$ cat config.mk
export PLATFORM = sky130hd
export DESIGN_NAME = shift_tx_serializer_flat
export DESIGN_NICKNAME = d
export VERILOG_FILES = /design/src/rtl/shift_tx_serializer_if.sv /design/src/rtl/shift_tx_serializer.sv /design/src/flat_wrapper.sv
export SDC_FILE = /design/constraint.sdc
export NUM_CORES = 2
export LEC_CHECK = 0
export ABC_CLOCK_PERIOD_IN_PS = 2140
export CORE_MARGIN = 8
export CORE_UTILIZATION = 50
export DETAILED_ROUTE_END_ITERATION = 8
export GPL_TIMING_DRIVEN = 0
export PLACE_DENSITY = 0.76
export SETUP_SLACK_MARGIN = 0.5
export SLEW_MARGIN = 20
export SYNTH_ARGS = -nofsm -noshare
export SYNTH_HDL_FRONTEND = slang
export SYNTH_SLANG_ARGS = --single-unit
export TNS_END_PERCENT = 5
$ cat constraint.sdc
create_clock -name clk -period 2.14 [get_ports clk]
set_input_delay 0.214 -clock clk [delete_from_list [all_inputs] [get_ports clk]]
set_output_delay 0.214 -clock clk [all_outputs]
set_load 0.05 [all_outputs]
$ cat src/rtl/shift_tx_serializer_if.sv
// shift_tx_serializer_if: word handshake and serial stream bundle.
//   in_data/in_valid/in_ready : parallel word handshake into the holding register
//   shift_en                  : advance the serial stream by one bit
//   shift_out/shift_valid     : serial bit and its qualifier
//   frame_start               : first bit of a word is on shift_out
//   busy                      : a word is being shifted or held
// master = word producer / shift-chain consumer, slave = serializer.
interface shift_tx_serializer_if #(
   parameter int unsigned WIDTH = 576
);
   logic [WIDTH-1:0] in_data;
   logic             in_valid;
   logic             in_ready;
   logic             shift_en;
   logic             shift_out;
   logic             shift_valid;
   logic             frame_start;
   logic             busy;

   modport master (
      output in_data, in_valid, shift_en,
      input  in_ready, shift_out, shift_valid, frame_start, busy
   );

   modport slave (
      input  in_data, in_valid, shift_en,
      output in_ready, shift_out, shift_valid, frame_start, busy
   );
endinterface

$ cat src/rtl/shift_tx_serializer.sv
// shift_tx_serializer: parallel-in, serial-out transmitter for a serial shift chain.
// Accepts WIDTH-bit words into a one-deep holding register and streams them one
// bit per enabled clock, back-to-back with no idle bit between words.
// Ports:
//   clk  : sole clock, rising edge
//   clr  : synchronous active-high reset
//   bus  : shift_tx_serializer_if.slave (handshake + serial stream signals)
// Parameters:
//   WIDTH      : word length in bits (>= 2)
//   MSB_FIRST  : 1 sends in_data[WIDTH-1] first, 0 sends in_data[0] first
//   IDLE_LEVEL : shift_out level while no word is being sent
module shift_tx_serializer #(
   parameter int unsigned WIDTH      = 576,
   parameter bit          MSB_FIRST  = 1'b1,
   parameter logic        IDLE_LEVEL = 1'b0
) (
   input logic                 clk,
   input logic                 clr,
   shift_tx_serializer_if.slave bus
);

   localparam int unsigned     CW       = $clog2(WIDTH);
   localparam logic [CW-1:0]   CNT_LAST = CW'(WIDTH - 1);

   typedef enum logic {
      IDLE,
      SHIFT
   } state_t;

   state_t           state;
   logic [WIDTH-1:0] sreg;
   logic [WIDTH-1:0] sreg_next;
   logic [WIDTH-1:0] hold_data;
   logic [CW-1:0]    cnt;
   logic             hold_full;
   logic             frame_q;
   logic             accept;

   // Holding register refuses words while in reset.
   assign bus.in_ready = !hold_full && !clr;
   assign accept       = bus.in_valid && bus.in_ready;

   // Move one place toward the output end, filling the vacated bit with 0.
   always_comb begin
      sreg_next = '0;
      if (MSB_FIRST)
         sreg_next = {sreg[WIDTH-2:0], 1'b0};
      else
         sreg_next = {1'b0, sreg[WIDTH-1:1]};
   end

   // frame_q mirrors (state==SHIFT && cnt==WIDTH-1) as a register: set on
   // every load, cleared by the first enabled shift or on return to IDLE.
   // A load never coincides with an accept: a load needs hold_full=1, which
   // forces in_ready low.
   always_ff @(posedge clk) begin
      if (clr) begin
         state     <= IDLE;
         sreg      <= '0;
         cnt       <= '0;
         hold_data <= '0;
         hold_full <= 1'b0;
         frame_q   <= 1'b0;
      end else begin
         if (accept) begin
            hold_data <= bus.in_data;
            hold_full <= 1'b1;
         end
         case (state)
            IDLE: begin
               if (hold_full) begin
                  state     <= SHIFT;
                  sreg      <= hold_data;
                  cnt       <= CNT_LAST;
                  hold_full <= 1'b0;
                  frame_q   <= 1'b1;
               end
            end
            SHIFT: begin
               if (bus.shift_en) begin
                  frame_q <= 1'b0;
                  if (cnt != '0) begin
                     sreg <= sreg_next;
                     cnt  <= cnt - CW'(1);
                  end else if (hold_full) begin
                     // Seamless reload: next word's first bit follows directly.
                     sreg      <= hold_data;
                     cnt       <= CNT_LAST;
                     hold_full <= 1'b0;
                     frame_q   <= 1'b1;
                  end else begin
                     state <= IDLE;
                  end
               end
            end
            default: state <= IDLE;
         endcase
      end
   end

   assign bus.shift_out   = (state == SHIFT) ? (MSB_FIRST ? sreg[WIDTH-1] : sreg[0])
                                             : IDLE_LEVEL;
   assign bus.shift_valid = (state == SHIFT);
   assign bus.frame_start = frame_q;
   assign bus.busy        = (state == SHIFT) || hold_full;

endmodule

$ cat src/flat_wrapper.sv
// flat-port wrapper written by rule: the top's interface ports become plain ports
module shift_tx_serializer_flat 
#(
   parameter int unsigned WIDTH      = 576,
   parameter bit          MSB_FIRST  = 1'b1,
   parameter logic        IDLE_LEVEL = 1'b0
)
  (clk, clr, bus_in_data, bus_in_valid, bus_shift_en, bus_in_ready, bus_shift_out, bus_shift_valid, bus_frame_start, bus_busy);
  shift_tx_serializer_if #(.WIDTH(WIDTH)) bus_i ();
  input logic clk;
  input logic clr;
  input wire logic [$bits(bus_i.in_data)-1:0] bus_in_data;
  input wire logic [$bits(bus_i.in_valid)-1:0] bus_in_valid;
  input wire logic [$bits(bus_i.shift_en)-1:0] bus_shift_en;
  output wire logic [$bits(bus_i.in_ready)-1:0] bus_in_ready;
  output wire logic [$bits(bus_i.shift_out)-1:0] bus_shift_out;
  output wire logic [$bits(bus_i.shift_valid)-1:0] bus_shift_valid;
  output wire logic [$bits(bus_i.frame_start)-1:0] bus_frame_start;
  output wire logic [$bits(bus_i.busy)-1:0] bus_busy;
  assign bus_i.in_data = bus_in_data;
  assign bus_i.in_valid = bus_in_valid;
  assign bus_i.shift_en = bus_shift_en;
  assign bus_in_ready = bus_i.in_ready;
  assign bus_shift_out = bus_i.shift_out;
  assign bus_shift_valid = bus_i.shift_valid;
  assign bus_frame_start = bus_i.frame_start;
  assign bus_busy = bus_i.busy;
  shift_tx_serializer #(.WIDTH(WIDTH), .MSB_FIRST(MSB_FIRST), .IDLE_LEVEL(IDLE_LEVEL)) u_core (.clk(clk), .clr(clr), .bus(bus_i));
endmodule
Word level (Yosys, flattened, before mapping)
Index checks and enable logic that the tools add are counted.
{"block": "totals", "inputBits": 580, "register_bits": 1165, "out_inout_bits": 5}
{"block": "classes", "n_eq_ne": 2, "muxes": 22, "n_reduce_logical": 7, "n_addsub": 1, "bitwise": 1}
{"cell": "$mux W576", "count": 3}
{"cell": "$pmux W576 S2", "count": 1}
{"cell": "$mux W10", "count": 3}
{"cell": "$pmux W10 S2", "count": 1}
{"cell": "$mux W1", "count": 11}
{"cell": "$reduce_bool A10 Y1", "count": 1}
{"cell": "$sub A10 B1 Y10 const B", "count": 1}
{"cell": "$pmux W1 S2", "count": 3}
{"cell": "$logic_and A1 B1 Y1", "count": 2}
{"cell": "$logic_not A1 Y1", "count": 2}
{"cell": "$ne A2 B1 Y1 const B", "count": 1}
{"cell": "$ne A2 B2 Y1 const B", "count": 1}
{"cell": "$reduce_and A2 Y1", "count": 1}
{"cell": "$logic_or A1 B1 Y1", "count": 1}
{"cell": "$not A1 Y1", "count": 1}

Logic depth before layout (Yosys ltp)
{"block": "depth", "word_depth": 8, "mapped_depth": 10, "mapped_depth_nobuf": 6}

Least setup slack after synthesis
OpenSTA, ideal clock, no wires.
{"block": "synth_timing", "path_type": "flip-flop to flip-flop", "start": "reg u_core.state (netlist: u_core.bus.shift_valid)", "end": "reg u_core.sreg[441]", "synth_period_minus_slack_ns": 2.256, "stages_incl_launch_ff": 9, "slack_ns": -0.116, "path_buffers": 4, "t_arrival_ns": 2.182, "cell_sequence": "dfxtp_1 > clkbuf_1 > nand2b_1 > a2111oi_4 > buf_4 > buf_4 > buf_4 > o21ai_1 > a31oi_1"}
{"block": "synth_between", "elab_chain_cells": 2, "elab_cells_between_ends": 3, "cone_classes": "eq/ne (1); mux (1); bitwise (1)"}
{"element": "start: declaration", "line": "shift_tx_serializer.sv:30", "text": "state_t state;"}
{"element": "start signal: assignment", "line": "shift_tx_serializer.sv:58", "text": "state <= IDLE;"}
{"element": "start signal: assignment", "line": "shift_tx_serializer.sv:72", "text": "state <= SHIFT;"}
{"element": "start signal: assignment", "line": "shift_tx_serializer.sv:92", "text": "state <= IDLE;"}
{"element": "$not A1 Y1", "line": "shift_tx_serializer.sv:69", "text": "case (state)"}
{"element": "$pmux W576 S2", "line": "shift_tx_serializer.sv:69"}
{"element": "end signal: assignment", "line": "shift_tx_serializer.sv:73", "text": "sreg <= hold_data;"}
{"element": "end signal: assignment", "line": "shift_tx_serializer.sv:83", "text": "sreg <= sreg_next;"}
{"element": "end signal: assignment", "line": "shift_tx_serializer.sv:87", "text": "sreg <= hold_data;"}
{"element": "end: declaration", "line": "shift_tx_serializer.sv:31", "text": "logic [WIDTH-1:0] sreg;"}
Several ways; a longest one is shown, not always the timed one.
A chain may end at the register's enable or synchronous reset.

Worst setup path in the final report
{"block": "layout_timing", "start": "reg u_core.cnt[0]", "end": "reg u_core.sreg[486]"}
{"block": "layout_between", "elab_chain_cells": 4}
{"element": "start: declaration", "line": "shift_tx_serializer.sv:34", "text": "logic [CW-1:0] cnt;"}
{"element": "start signal: assignment", "line": "shift_tx_serializer.sv:84", "text": "cnt <= cnt - CW'(1);"}
{"element": "$reduce_bool A10 Y1", "line": "shift_tx_serializer.sv:82", "text": "if (cnt != '0) begin"}
{"element": "$mux W576", "line": "shift_tx_serializer.sv:82"}
{"element": "$mux W576", "line": "shift_tx_serializer.sv:80", "text": "if (bus.shift_en) begin"}
{"element": "$pmux W576 S2", "line": "shift_tx_serializer.sv:69"}
No other way between the ends. The select of a mux whose other input is x is not followed.

==> results.toml <==
[status]
status = "finished, violations left"
violations = "setup timing"

[worst_setup_path]
crit_slowest_cell = "sky130_fd_sc_hd__or3b_4"
regToRegSetupSlack_ns = -0.24
timing.critical_path.max_delay_family = "buffers and inverters"
crit_path_start_kind = "flip-flop"
critical_path_required_ns = 2.73
path_cells = "inv_2 -> ha_4 -> or3b_4 -> buf_8 -> a2111oi_4 -> buf_12 -> buf_12 -> buf_16 -> buf_6 -> o21ai_1 -> a31oi_1"
critical_path.n_buffers_inverters = 6
critPathMaxStageDelay_ns = 0.39
setup.worst_path.class = "reg2reg"
endpoint_type_of_the_worst_setup_path = "flip-flop"
arrival_ns = 2.98
critPathMostFrequentCell = "sky130_fd_sc_hd__buf_12"
cp_max_fo = 10

[finish]
instances_no_fill = 7816
share_of_layout_cells_above_drive_strength_1 = 0.0900
num-nets-final = 7131
layout_commonest_cell = "sky130_fd_sc_hd__nand2_1"
area_delta_synth_final_pct = 30.7
layout_common_cells = "sky130_fd_sc_hd__nand2_1, sky130_fd_sc_hd__dfxtp_1, sky130_fd_sc_hd__o21ai_0"

[power_and_ir_drop]
power_per_cell_area_nw_per_um2 = 928
power.static_leakage_nw = 19.7
final_total_pwr_mw = 53.3
worst_ir_drop_vdd_uv = 763

[logic_synthesis]
postSynthRegisterBits = 1165
synth_top_flop_cell = "sky130_fd_sc_hd__dfxtp_1"
post_synthesis_mean_instance_area_um2 = 7.58
synth_sequential_area_ratio = 0.530
ys_types = 39
synth_enable_flop_cells = 0
postSynth.asyncResetShare = 0
netlist_instances = 5799
synth_fp_nets = 6380
syn_area_um2 = 44000
yosysWarningCount = 0

[place]
place.gp.congestion = 0.882
dp_worst_setup_slack_ns = -2.09
dp_hpwl_um = 98200
port-buffer-count = 583
dp_cells = 7537

[timing]
period_minus_slack_ns = 2.38
max_clock_freq_mhz = 419
worst_slew_pin_slew_ns = 0.887
fin_crit_sh = 1.11
accumulated_negative_setup_slack_ns = -84.22
max_slew_margin = 0.408
setup_violations = 581
setup_ws_ns = -0.244
fin_worst_skew_ns = 0.0164
final_hold_violation_count = 0
final_max_slew_viol_count = 0
rsz_0062_raised_after_global_routing = "true"

[clocking]
clock_tree_buf_depth = 3
cts_sinks = 1165
cts_made_buffers = 114
h_tree_depth_reported_by_cts = 3
clock_tree.root_cell = "sky130_fd_sc_hd__clkbuf_16"
cts_tree = "done"
cts.clk_slew.worst_paths_ns = 0.06
insertion_delay_ns = 0.67
cts_hold_repair.buffers = 0

[job]
drv_cap = 0

[floorplan]
floorplan.die_area_um2 = 97700
start_util = 0.505
die_h_um = 313
placeableCoreArea_um2 = 87000
boundaryPins = 585
chipWidth_um = 313
floorplan.rows = 108

[routing]
antenna_violating_nets_post_route = 0
firstDrtPassIters = 6
routed.top_layer = "met5"
routed_via_density = 5.47
routedWlPerCell_um = 17.7
met1_length_um = 58700
dr_wl_met3_um = 9390
num_vias = 42800
met2_length_um = 64700
detail_route.iter0.violations = 3817
detail_route.wirelength_um = 138000
remaining_drc_errors = 0

[global_route]
global_route_wire_length_before_repair_um = 214000
overflow = 0
gr-usage-all-layers = 0.265
first_global_vias = 40600
grt_max_degree = 16
antenna_found_initial = 33

[min_path]
hold_crit_path_type = "in2reg"
layout make-up:
type	instances	area, um2
tap	1155	1450
fill	7271	29600
antenna	19	47.5
clock buffer	166	3400
clock inverter	42	460
sequential	1165	23300
multi-input combinational	4107	18900
timing repair buffer	635	6650
inverter	6	22.5
buffer	521	3190
path summary, 6_finish.rpt:
kind	startpoint	end	cells past startpoint
worst max-delay path	u_core.cnt[0]	u_core.sreg[486]	11
worst min-delay path	bus_in_data[551]	u_core.hold_data[551]	3
worst max register to register	u_core.cnt[0]	u_core.sreg[486]	11
worst min register to register	u_core.hold_data[555]	u_core.hold_data[555]	2
cell families after synthesis:
logic type / after synthesis / synth area share
AO/OA/AOI/OAI: 1757 / 0.218
XOR/XNOR: 1 / 0.000199
adder cells (fa/ha/maj): 1 / 0.000284
buffers and inverters: 527 / 0.0473
flip-flops: 1165 / 0.530
multiplexers: 2 / 0.000455
AND/OR/NAND/NOR: 2346 / 0.203
stage by stage:
step           cell area, um2   util  hold WS, ns
2_1_floorplan           44200      -        0.323
3_3_place_gp            51500  0.592        0.443
3_5_place_dp            51500  0.592        0.449
4_1_cts                 56500  0.649       0.0504
5_1_grt                 57400  0.660       0.0757
6_report                57500  0.660       0.0954
metal layers:
metal,vias to the layer above,GRT usage
met5,-,0
met4,24,0.110
met3,291,0.0531
met2,1364,0.435
met1,20000,0.338
li1,21100,-
registers in the layout, summed over array words and instances (netlist names):
register	count
u_core.hold_data	576
u_core.bus.shift_valid	1
u_core.cnt	10
u_core.hold_full	1
u_core.bus.frame_start	1
u_core.sreg	576
power breakdown:
group          internal [mW]  leakage [nW]  switching (mW)  total, mW
Combinational           3.81          8.31            5.01       8.82
Clock                   11.9          1.90            8.62       20.5
Sequential              23.2          9.52           0.815       24.0
timing repair:
action,CTS,global route
gates cloned,9,16
buffers inserted,14,13
endpoints found under the setup margin,1169,1168
pin swaps,50,160
hold endpoints to repair,0,0
gates resized for setup,317,269
tightest hold or removal path, cell delays in order:
cell and delay [ns]:
sky130_fd_sc_hd__clkdlybuf4s50_1 0.39, sky130_fd_sc_hd__nand2_1 0.05, sky130_fd_sc_hd__o21ai_0 0.06
cells in the mapped netlist, types with 3 or more instances:
cell type / instances / area share
sky130_fd_sc_hd__a211oi_1: 20 / 0.0034
sky130_fd_sc_hd__a21oi_1: 48 / 0.0055
sky130_fd_sc_hd__a31oi_1: 538 / 0.077
sky130_fd_sc_hd__and3_1: 3 / 0.00043
sky130_fd_sc_hd__buf_1: 12 / 0.0010
sky130_fd_sc_hd__buf_2: 47 / 0.0053
sky130_fd_sc_hd__buf_4: 12 / 0.0020
sky130_fd_sc_hd__clkbuf_1: 450 / 0.038
sky130_fd_sc_hd__dfxtp_1: 1165 / 0.53
sky130_fd_sc_hd__inv_1: 6 / 0.00051
sky130_fd_sc_hd__nand2_1: 2248 / 0.19
sky130_fd_sc_hd__nand3_1: 6 / 0.00068
sky130_fd_sc_hd__nor2_1: 49 / 0.0042
sky130_fd_sc_hd__nor3_1: 5 / 0.00057
sky130_fd_sc_hd__nor4_1: 23 / 0.0033
sky130_fd_sc_hd__o21ai_0: 1029 / 0.12
sky130_fd_sc_hd__o21ai_1: 107 / 0.012
sky130_fd_sc_hd__o41ai_1: 3 / 0.00060
sky130_fd_sc_hd__or4_1: 3 / 0.00051
Power figures use the tool's default switching activity.
